===== src/rtl/video_text_writer.sv =====
// Byte-stream text writer: cursor tracking, control codes, and clear sequencing into video_mem.
// Optional build macro TW_ROW_CLEAR_EN blanks each new row on a row advance.
module video_text_writer #(
  parameter int CH_WIDTH_SCREEN  = 107,
  parameter int CH_HEIGHT_SCREEN = 40,
  parameter int ADDR_W           = 13
) (
  input  logic              write_clk,
  input  logic              rst_n,
  input  logic [7:0]        tw_data,
  input  logic              tw_valid,
  output logic              tw_ready,
  output logic [ADDR_W-1:0] vm_ch_addr,
  output logic [7:0]        vm_ch_out,
  output logic              vm_ch_write_enable,
  output logic [6:0]        tw_cur_col,
  output logic [5:0]        tw_cur_row,
  output logic              tw_busy
);

  localparam logic [7:0] CODE_CR    = 8'h0D;
  localparam logic [7:0] CODE_LF    = 8'h0A;
  localparam logic [7:0] CODE_BS    = 8'h08;
  localparam logic [7:0] CODE_FF    = 8'h0C;
  localparam logic [7:0] CODE_SPACE = 8'h20;

  localparam logic [ADDR_W-1:0] ROW_STEP   = ADDR_W'(CH_WIDTH_SCREEN);
  localparam logic [ADDR_W-1:0] LAST_CELL  = ADDR_W'(CH_WIDTH_SCREEN * CH_HEIGHT_SCREEN - 1);
  localparam logic [ADDR_W-1:0] LAST_COL_A = ADDR_W'(CH_WIDTH_SCREEN - 1);
  localparam logic [6:0]        LAST_COL   = 7'(CH_WIDTH_SCREEN - 1);
  localparam logic [5:0]        LAST_ROW   = 6'(CH_HEIGHT_SCREEN - 1);

  typedef enum logic [1:0] {
    IDLE    = 2'd0,
    CLR_SCR = 2'd1,
    CLR_ROW = 2'd2
  } state_t;

  state_t            state_reg, state_next;
  logic [6:0]        col_reg;
  logic [5:0]        row_reg;
  logic [ADDR_W-1:0] base_reg;
  logic [ADDR_W-1:0] clr_cnt_reg;
  logic [ADDR_W-1:0] addr_reg;
  logic [7:0]        out_reg;
  logic              we_reg;

  logic              accept;
  logic              is_glyph;
  logic              row_adv;
  logic              row_wrap;
  logic [5:0]        row_adv_val;
  logic [ADDR_W-1:0] base_adv_val;

  assign accept   = tw_valid && (state_reg == IDLE);
  assign is_glyph = (tw_data != CODE_CR) && (tw_data != CODE_LF) &&
                    (tw_data != CODE_BS) && (tw_data != CODE_FF);
  assign row_adv  = accept && ((tw_data == CODE_LF) || (is_glyph && (col_reg == LAST_COL)));

  // The row base tracks row*width incrementally so no multiplier is needed.
  assign row_wrap     = (row_reg == LAST_ROW);
  assign row_adv_val  = row_wrap ? 6'd0 : row_reg + 6'd1;
  assign base_adv_val = row_wrap ? '0 : base_reg + ROW_STEP;

  always_ff @(posedge write_clk or negedge rst_n) begin
    if (!rst_n) state_reg <= IDLE;
    else        state_reg <= state_next;
  end

  always_comb begin
    state_next = state_reg;
    case (state_reg)
      IDLE: begin
        if (accept && (tw_data == CODE_FF)) state_next = CLR_SCR;
`ifdef TW_ROW_CLEAR_EN
        else if (row_adv)                   state_next = CLR_ROW;
`endif
      end
      CLR_SCR: if (clr_cnt_reg == LAST_CELL) state_next = IDLE;
`ifdef TW_ROW_CLEAR_EN
      CLR_ROW: if (clr_cnt_reg == LAST_COL_A) state_next = IDLE;
`endif
      default: state_next = IDLE;
    endcase
  end

  always_comb begin
    tw_ready = (state_reg == IDLE);
    tw_busy  = (state_reg != IDLE);
  end

  always_ff @(posedge write_clk or negedge rst_n) begin
    if (!rst_n) begin
      col_reg     <= '0;
      row_reg     <= '0;
      base_reg    <= '0;
      clr_cnt_reg <= '0;
      addr_reg    <= '0;
      out_reg     <= '0;
      we_reg      <= 1'b0;
    end else begin
      we_reg <= 1'b0;
      case (state_reg)
        IDLE: begin
          if (accept) begin
            clr_cnt_reg <= '0;
            if (row_adv) begin
              row_reg  <= row_adv_val;
              base_reg <= base_adv_val;
            end
            case (tw_data)
              CODE_CR, CODE_LF: col_reg <= '0;
              CODE_BS: begin
                if (col_reg != 7'd0) begin
                  col_reg  <= col_reg - 7'd1;
                  addr_reg <= base_reg + ADDR_W'(col_reg - 7'd1);
                  out_reg  <= CODE_SPACE;
                  we_reg   <= 1'b1;
                end
              end
              CODE_FF: ;
              default: begin
                addr_reg <= base_reg + ADDR_W'(col_reg);
                out_reg  <= tw_data;
                we_reg   <= 1'b1;
                col_reg  <= (col_reg == LAST_COL) ? 7'd0 : col_reg + 7'd1;
              end
            endcase
          end
        end
        CLR_SCR: begin
          addr_reg    <= clr_cnt_reg;
          out_reg     <= CODE_SPACE;
          we_reg      <= 1'b1;
          clr_cnt_reg <= clr_cnt_reg + 1'b1;
          // Cursor homes only once the last cell has been issued.
          if (clr_cnt_reg == LAST_CELL) begin
            col_reg  <= '0;
            row_reg  <= '0;
            base_reg <= '0;
          end
        end
`ifdef TW_ROW_CLEAR_EN
        CLR_ROW: begin
          addr_reg    <= base_reg + clr_cnt_reg;
          out_reg     <= CODE_SPACE;
          we_reg      <= 1'b1;
          clr_cnt_reg <= clr_cnt_reg + 1'b1;
        end
`endif
        default: ;
      endcase
    end
  end

  assign vm_ch_addr         = addr_reg;
  assign vm_ch_out          = out_reg;
  assign vm_ch_write_enable = we_reg;
  assign tw_cur_col         = col_reg;
  assign tw_cur_row         = row_reg;

endmodule


===== config.mk =====
export PLATFORM = sky130hd
export DESIGN_NAME = video_text_writer
export DESIGN_NICKNAME = d
export VERILOG_FILES = /design/src/rtl/video_text_writer.sv
export SDC_FILE = /design/constraint.sdc
export NUM_CORES = 1
export LEC_CHECK = 0
export ABC_AREA = 0
export CORE_MARGIN = 1
export CORE_UTILIZATION = 40
export CTS_CLUSTER_SIZE = 20
export DETAILED_ROUTE_END_ITERATION = 10
export PLACE_DENSITY = 0.7
export SYNTH_ARGS = -nofsm -noshare
export SYNTH_HDL_FRONTEND = slang
export SYNTH_SLANG_ARGS = --single-unit

===== constraint.sdc =====
create_clock -name write_clk -period 3.85 [get_ports write_clk]
set_clock_uncertainty 0.1 [all_clocks]
set_input_delay 0.385 -clock write_clk [delete_from_list [all_inputs] [get_ports write_clk]]
set_output_delay 0.385 -clock write_clk [all_outputs]
set_load 0.01 [all_outputs]

==> results_dict.tcl, run 1 <==
set metrics [dict create \
    status "complete, but fails checks" \
    violations "hold timing" \
    p_switching_mw 0.294 \
    insertedDiodeCount 0 \
    yosysSeqAreaShare 0.391 \
    wl_per_cell_um 14.6 \
    clockBufferDepth 2 \
    clock_sink_count 62 \
    synth_top_cells_by_area "dfrtp_1 39%, o21ai_0 6.7%, ha_1 6.3%" \
    ys_ff_latch 62 \
    report.final.setup_viol 0 \
    grt_pass1_wl_mm 16.2 \
    start_util 0.422 \
    clk_latency_ps 360 \
    rsz0062_at_grt "false" \
    yosys_most_used_dff "dfrtp_1" \
    synth_compound_area_frac 0.227 \
    hold_viol 7 \
    dpl.hpwl_mm 7.15 \
    p_seq_frac 0.478 \
    p_per_area_mw_per_mm2 278 \
    synthSimpleGateAreaFrac 0.230 \
    netlist_area_mm2 0.00397 \
    cts_buffers 9 \
    cts_tree "done" \
    vias 3724 \
    die_area_mm2 0.0103 \
    fin_crit_sh 0.920 \
    max_stage_delay_ps 550 \
    power_frac_comb 0.037 \
    slowest_stage "or4b_4" \
    path_max_fanout 6 \
    post_drt_via_cell_ratio 5.59 \
    root_buffer "clkbuf_8" \
    num-nets-final 564 \
    critical_path_arrival_ps 3680 \
    syn2layout_area_growth_pct 23.7 \
    synth_top_family_by_area "simple AND/OR/NAND/NOR gates" \
    max-vdd-ir-drop_uv 116 \
    grt_util_all_layers 0.200 \
    p_leak_nw 2.13 \
    synth_cell_types 63 \
    criticalPathCategory "primary input to register" \
    syn_area_per_cell_um2 8.38 \
    timing.final.ws_setup_ps 310 \
    place_area_mm2 0.00468 \
    cts_hold_buf 0 \
    core_mm2 0.00942 \
    synth_xor_area_frac 0.0331 \
    final_cell_mix "63 x nand2_1, 62 x dfrtp_1, 53 x o21ai_0, 46 x clkdlybuf4s50_1, 37 x nor2_1" \
    grt-ovfl-total 0 \
    port_buffers 47 \
    synth_top_area_cell "dfrtp_1" \
    cp-end-kind "register" \
    synthCells 474 \
    antenna_found_initial 0 \
    grt_pass1_vias 3436 \
    switching_share 0.215 \
    synth_mux_area_frac 0.00756 \
    synth_top_area_share 0.391 \
    synth_fa_ha_area_frac 0.0681 \
    std_cell_rows 35 \
    fillCellCount 870 \
    route.detailed.drc 0 \
    slew_violations 0 \
    post-place-cells 650 \
    drv_cap 0 \
    drt_iter0_markers 144 \
    ctsResizeCount 0 \
    p_clk_frac 0.485 \
    regArea_mm2 0.00155 \
    tightest_slew_ps 866 \
    finalCriticalPeriod_ps 3540 \
    ios 48 \
    final_common_cell "nand2_1" \
    drt-total-wl_mm 9.75 \
    first_pass_iters 4 \
    multi_input_area_mm2 0.00225 \
    worstPathCellList "clkdlybuf4s50_1 -> or4b_4 -> or2_1 -> inv_2 -> ha_1 -> inv_1 -> ha_1 -> inv_1 -> fa_1 -> nor2b_1 -> o31a_1 -> o21ai_0 -> o21ai_0 -> xor2_1 -> o31ai_1" \
    stdcell_count 666 \
    cp_num_buf_inv 4 \
    synth-edff-count 0 \
    regToRegStartpoint "tw_cur_col[0]$_DFFE_PN0P_" \
    max_slew_margin 0.416 \
    die_height_um 102 \
    path_clk_slew_ps 70 \
    startpoint "tw_data[2]" \
    intPower_mw 1.07 \
    max_freq_mhz 282 \
    async_flop_share 1.00 \
    gp_congestion 0.917 \
    ys_warn_count 0 \
    postCtsSetupBuffers 0 \
    syn_nets 506 \
    grt_max_degree 35 \
    whs_ps -10.6 \
    hold_class "primary input to asynchronous set/reset pin" \
    rrSetupSlack_ps 370 \
    drive_gt1_frac 0.0931 \
    final_cell_area_mm2 0.00491 \
    dp_slack_ps -69.7 \
    cts.htree.levels 3 \
    critPathRequiredTime_ps 3990 \
    start_kind "primary input" \
    antenna_left 0 \
    crit_family "simple AND/OR/NAND/NOR gates" \
    die_w_um 102 \
]
-- power by group through the flow --
| stage | Sequential, mW | Clock, mW | Combinational [mW] |
|---|---|---|---|
| floorplan | 0.666 | 0 | 0.0113 |
| global placement | 0.666 | 0 | 0.0499 |
| detailed placement | 0.666 | 0 | 0.0505 |
| CTS | 0.653 | 0.671 | 0.0507 |
| global route | 0.653 | 0.701 | 0.0555 |
| finish | 0.653 | 0.664 | 0.0499 |
-- final timing paths --
check | end | depth (start not counted)
worst max-delay path | vm_ch_addr[12]$_DFFE_PN0P_ | 15
worst min-delay path | clr_cnt_reg[7]$_DFFE_PN0P_ | 1
worst max register to register | vm_ch_addr[9]$_DFFE_PN0P_ | 12
worst min register to register | vm_ch_out[4]$_DFFE_PN0P_ | 2
max in group asynchronous | tw_cur_col[2]$_DFFE_PN0P_ | 2
min in group write_clk | vm_ch_out[4]$_DFFE_PN0P_ | 2
-- routing by layer --
metal,track usage,part of all wire,routed length [µm],vias to the layer above
met1,0.266,0.47,4580,1783
met5,0,0,0,-
met4,0.0847,0.019,181,0
met2,0.327,0.47,4630,83
li1,-,-,-,1844
met3,0.0262,0.037,358,14
-- cells in the mapped netlist (all sizes together), types with 2 or more instances --
library cell / n
clkbuf: 14
o21a: 2
o21ai: 55
o22ai: 3
nand3: 34
a221oi: 2
nor4bb: 2
o31ai: 12
mux2i: 3
ha: 20
or4: 2
dfrtp: 62
a31o: 4
a221o: 2
a21o: 9
nor2b: 6
a21oi: 18
xor2: 5
a22oi: 3
a41oi: 3
nor3: 8
nor4: 5
inv: 18
nand4: 6
buf: 10
a22o: 4
a31oi: 6
and3: 9
nor2: 37
o211ai: 2
xnor2: 10
a211oi: 2
nand2b: 5
o31a: 2
nand2: 63
or2: 5
-- area by class of cell --
type                       instances  share of cell area
clock buffer                      11              0.0308
sequential                        62               0.316
timing repair buffer              71               0.131
inverter                          19              0.0145
clock inverter                     5              0.0166
multi-input combinational        369               0.458
tap                              129              0.0329
-- per-stage QoR --
step                 util  power (mW)  setup TNS, ps  hold slack (ps)
global route        0.521        1.41              0             57.0
global placement    0.497       0.716              0              351
CTS                 0.521        1.37              0             13.7
detailed placement  0.497       0.716           -169              355
finish              0.521        1.37              0            -10.6
floorplan               -       0.677              0            -10.6
-- cell families (layout without fill, tap and decap cells) --
| logic type | count (synthesis) | after routing |
|---|---|---|
| AOI/OAI and AO/OA | 140 | 140 |
| xor gates and xnor gates | 15 | 15 |
| adders and majority gates | 21 | 21 |
| buffers and inverters | 43 | 106 |
| DFF | 62 | 62 |
| muxes | 3 | 3 |
| and+or+nand+nor | 190 | 190 |
Note: power is estimated with default switching activity, not from simulation.
==> run 2, diff against run 1 <==
CORE_UTILIZATION = 56   (was 40)
PLACE_DENSITY = 0.89   (was 0.7)
==> run 2 against run 1 <==
Effect of this change: the run now ends clean; combinational power shrank 5.0%; wire length grew 2.8%; global-route usage grew 8.2 points; worst hold slack gained 380 ps; via count grew 3.8%; fmax shrank 4.1%; sequential power is essentially flat; first-iteration DRC count grew 120%; flip-flop and latch count is the same; power shrank 2.2%; critical path type unchanged.
==> results_dict.tcl, run 2 (synthesis results as in run 1) <==
set metrics [dict create \
    status "finished clean" \
    drt_iter0_markers 315 \
    max_stage_delay_ps 560 \
    grt_pass1_wl_mm 16.6 \
    p_switching_mw 0.285 \
    hold_viol 0 \
    die_area_mm2 0.00743 \
    grt_util_all_layers 0.281 \
    max_freq_mhz 271 \
    drv_cap 0 \
    grt_max_degree 34 \
    critPathRequiredTime_ps 4020 \
    place_area_mm2 0.00460 \
    criticalPathCategory "primary input to register" \
    clk_latency_ps 350 \
    crit_family "simple AND/OR/NAND/NOR gates" \
    tightest_slew_ps 736 \
    dpl.hpwl_mm 7.18 \
    gp_congestion 0.963 \
    route.detailed.drc 0 \
    post_drt_via_cell_ratio 6.15 \
    final_common_cell "nand2_1" \
    p_seq_frac 0.489 \
    grt-ovfl-total 0 \
    cts_buffers 9 \
    hold_class "register to register" \
    critical_path_arrival_ps 3860 \
    rrSetupSlack_ps 350 \
    path_clk_slew_ps 70 \
    clock_sink_count 62 \
    port_buffers 47 \
    start_util 0.581 \
    grt_pass1_vias 3542 \
    core_mm2 0.00683 \
    cp_num_buf_inv 5 \
    std_cell_rows 30 \
    p_per_area_mw_per_mm2 277 \
    whs_ps 371 \
    p_leak_nw 2.10 \
    postCtsSetupBuffers 0 \
    antenna_left 0 \
    drt-total-wl_mm 10.0 \
    cts_tree "done" \
    p_clk_frac 0.476 \
    slew_violations 0 \
    slowest_stage "or4b_4" \
    p_total_mw 1.34 \
    worstPathCellList "clkdlybuf4s50_1 -> or4b_4 -> or2_1 -> inv_2 -> ha_1 -> inv_1 -> ha_1 -> inv_1 -> fa_1 -> nor2b_1 -> o31a_1 -> o21ai_0 -> buf_4 -> xnor2_1 -> nand2_1 -> a31oi_1" \
    max_slew_margin 0.504 \
    root_buffer "clkbuf_8" \
    die_height_um 86.2 \
    intPower_mw 1.05 \
    final_core_util 0.706 \
    cts.htree.levels 3 \
    report.final.setup_viol 0 \
    path_max_fanout 6 \
    power_frac_comb 0.035 \
    max-vdd-ir-drop_uv 158 \
    clockBufferDepth 2 \
    wl_per_cell_um 15.9 \
    syn2layout_area_growth_pct 21.5 \
    cp-end-kind "register" \
    final_cell_mix "63 x nand2_1, 62 x dfrtp_1, 53 x o21ai_0, 46 x clkdlybuf4s50_1, 37 x nor2_1" \
    die_w_um 86.2 \
    finalCriticalPeriod_ps 3690 \
    antenna_found_initial 0 \
    ios 48 \
    final_cell_area_mm2 0.00482 \
    num-nets-final 560 \
    vias 3866 \
    rsz0062_at_grt "false" \
    insertedDiodeCount 0 \
    drive_gt1_frac 0.0807 \
    switching_share 0.213 \
    tns_ps 0 \
    start_kind "primary input" \
    fin_crit_sh 0.959 \
    first_pass_iters 5 \
]
## run 2: changes by cell type in the layout (fill, tap and decap cells not counted), sizes merged
cell | previous run | this run
clkbuf | 11 | 12
clkinvlp | 1 | 0
dlygate4sd3 | 0 | 1
buf | 25 | 20
## run 2: routing by layer
| metal | part of all wire | GRT usage | up-vias |
|---|---|---|---|
| met3 | 0.071 | 0.0610 | 25 |
| met4 | 0.020 | 0.0955 | 0 |
| met2 | 0.48 | 0.451 | 180 |
| li1 | - | - | 1828 |
| met5 | 0 | 0 | - |
| met1 | 0.43 | 0.380 | 1833 |
## run 2: power groups by stage
| stage | combinational [mW] | clock [mW] | sequential (mW) |
|---|---|---|---|
| 6_report | 0.0474 | 0.636 | 0.654 |
| 5_1_grt | 0.0524 | 0.671 | 0.653 |
| 4_1_cts | 0.0479 | 0.638 | 0.654 |
| 3_5_place_dp | 0.0468 | 0 | 0.666 |
| 3_3_place_gp | 0.0452 | 0 | 0.666 |
| 2_1_floorplan | 0.0113 | 0 | 0.666 |
## run 2: cell type report
cell class	count	area, µm²
inverters	19	71.3
fillers	528	2010
repair buffers	67	618
clock buffers	12	145
well taps	96	120
multi-input cells	369	2250
clock inverters	4	70.1
flip-flops and latches	62	1550
## run 2: worst paths after layout
kind / cells after the start / endpoint / startpoint
max reg2reg: 12 / vm_ch_addr[9]$_DFFE_PN0P_ / tw_cur_col[0]$_DFFE_PN0P_
max in group asynchronous: 3 / vm_ch_out[0]$_DFFE_PN0P_ / rst_n
min in group asynchronous: 2 / clr_cnt_reg[11]$_DFFE_PN0P_ / rst_n
max: 16 / vm_ch_addr[8]$_DFFE_PN0P_ / tw_data[2]
min reg2reg: 2 / vm_ch_out[4]$_DFFE_PN0P_ / vm_ch_out[4]$_DFFE_PN0P_
min: 2 / vm_ch_out[4]$_DFFE_PN0P_ / vm_ch_out[4]$_DFFE_PN0P_
## run 2: stage by stage
| step | worst slack [ps] | std cells |
|---|---|---|
| 2_1_floorplan | 356 | 474 |
| 3_3_place_gp | 74.1 | 612 |
| 3_5_place_dp | -121 | 612 |
| 4_1_cts | 201 | 629 |
| 5_1_grt | 6.23 | 629 |
| 6_report | 160 | 629 |
## run 2: what timing repair did
action	CTS	global route
resized for setup	0	0
hold buffers	1	0
hold endpoints to repair	10	0
## run 2: worst reg2reg max path, delay by kind of cell, from the launching register on
kind | cells | cell delay, ps
xor gates and xnor gates | 1 | 250
DFF | 1 | 480
and+or+nand+nor | 6 | 1330
adders and majority gates | 2 | 640
AOI/OAI and AO/OA | 2 | 390
buffers and inverters | 1 | 190
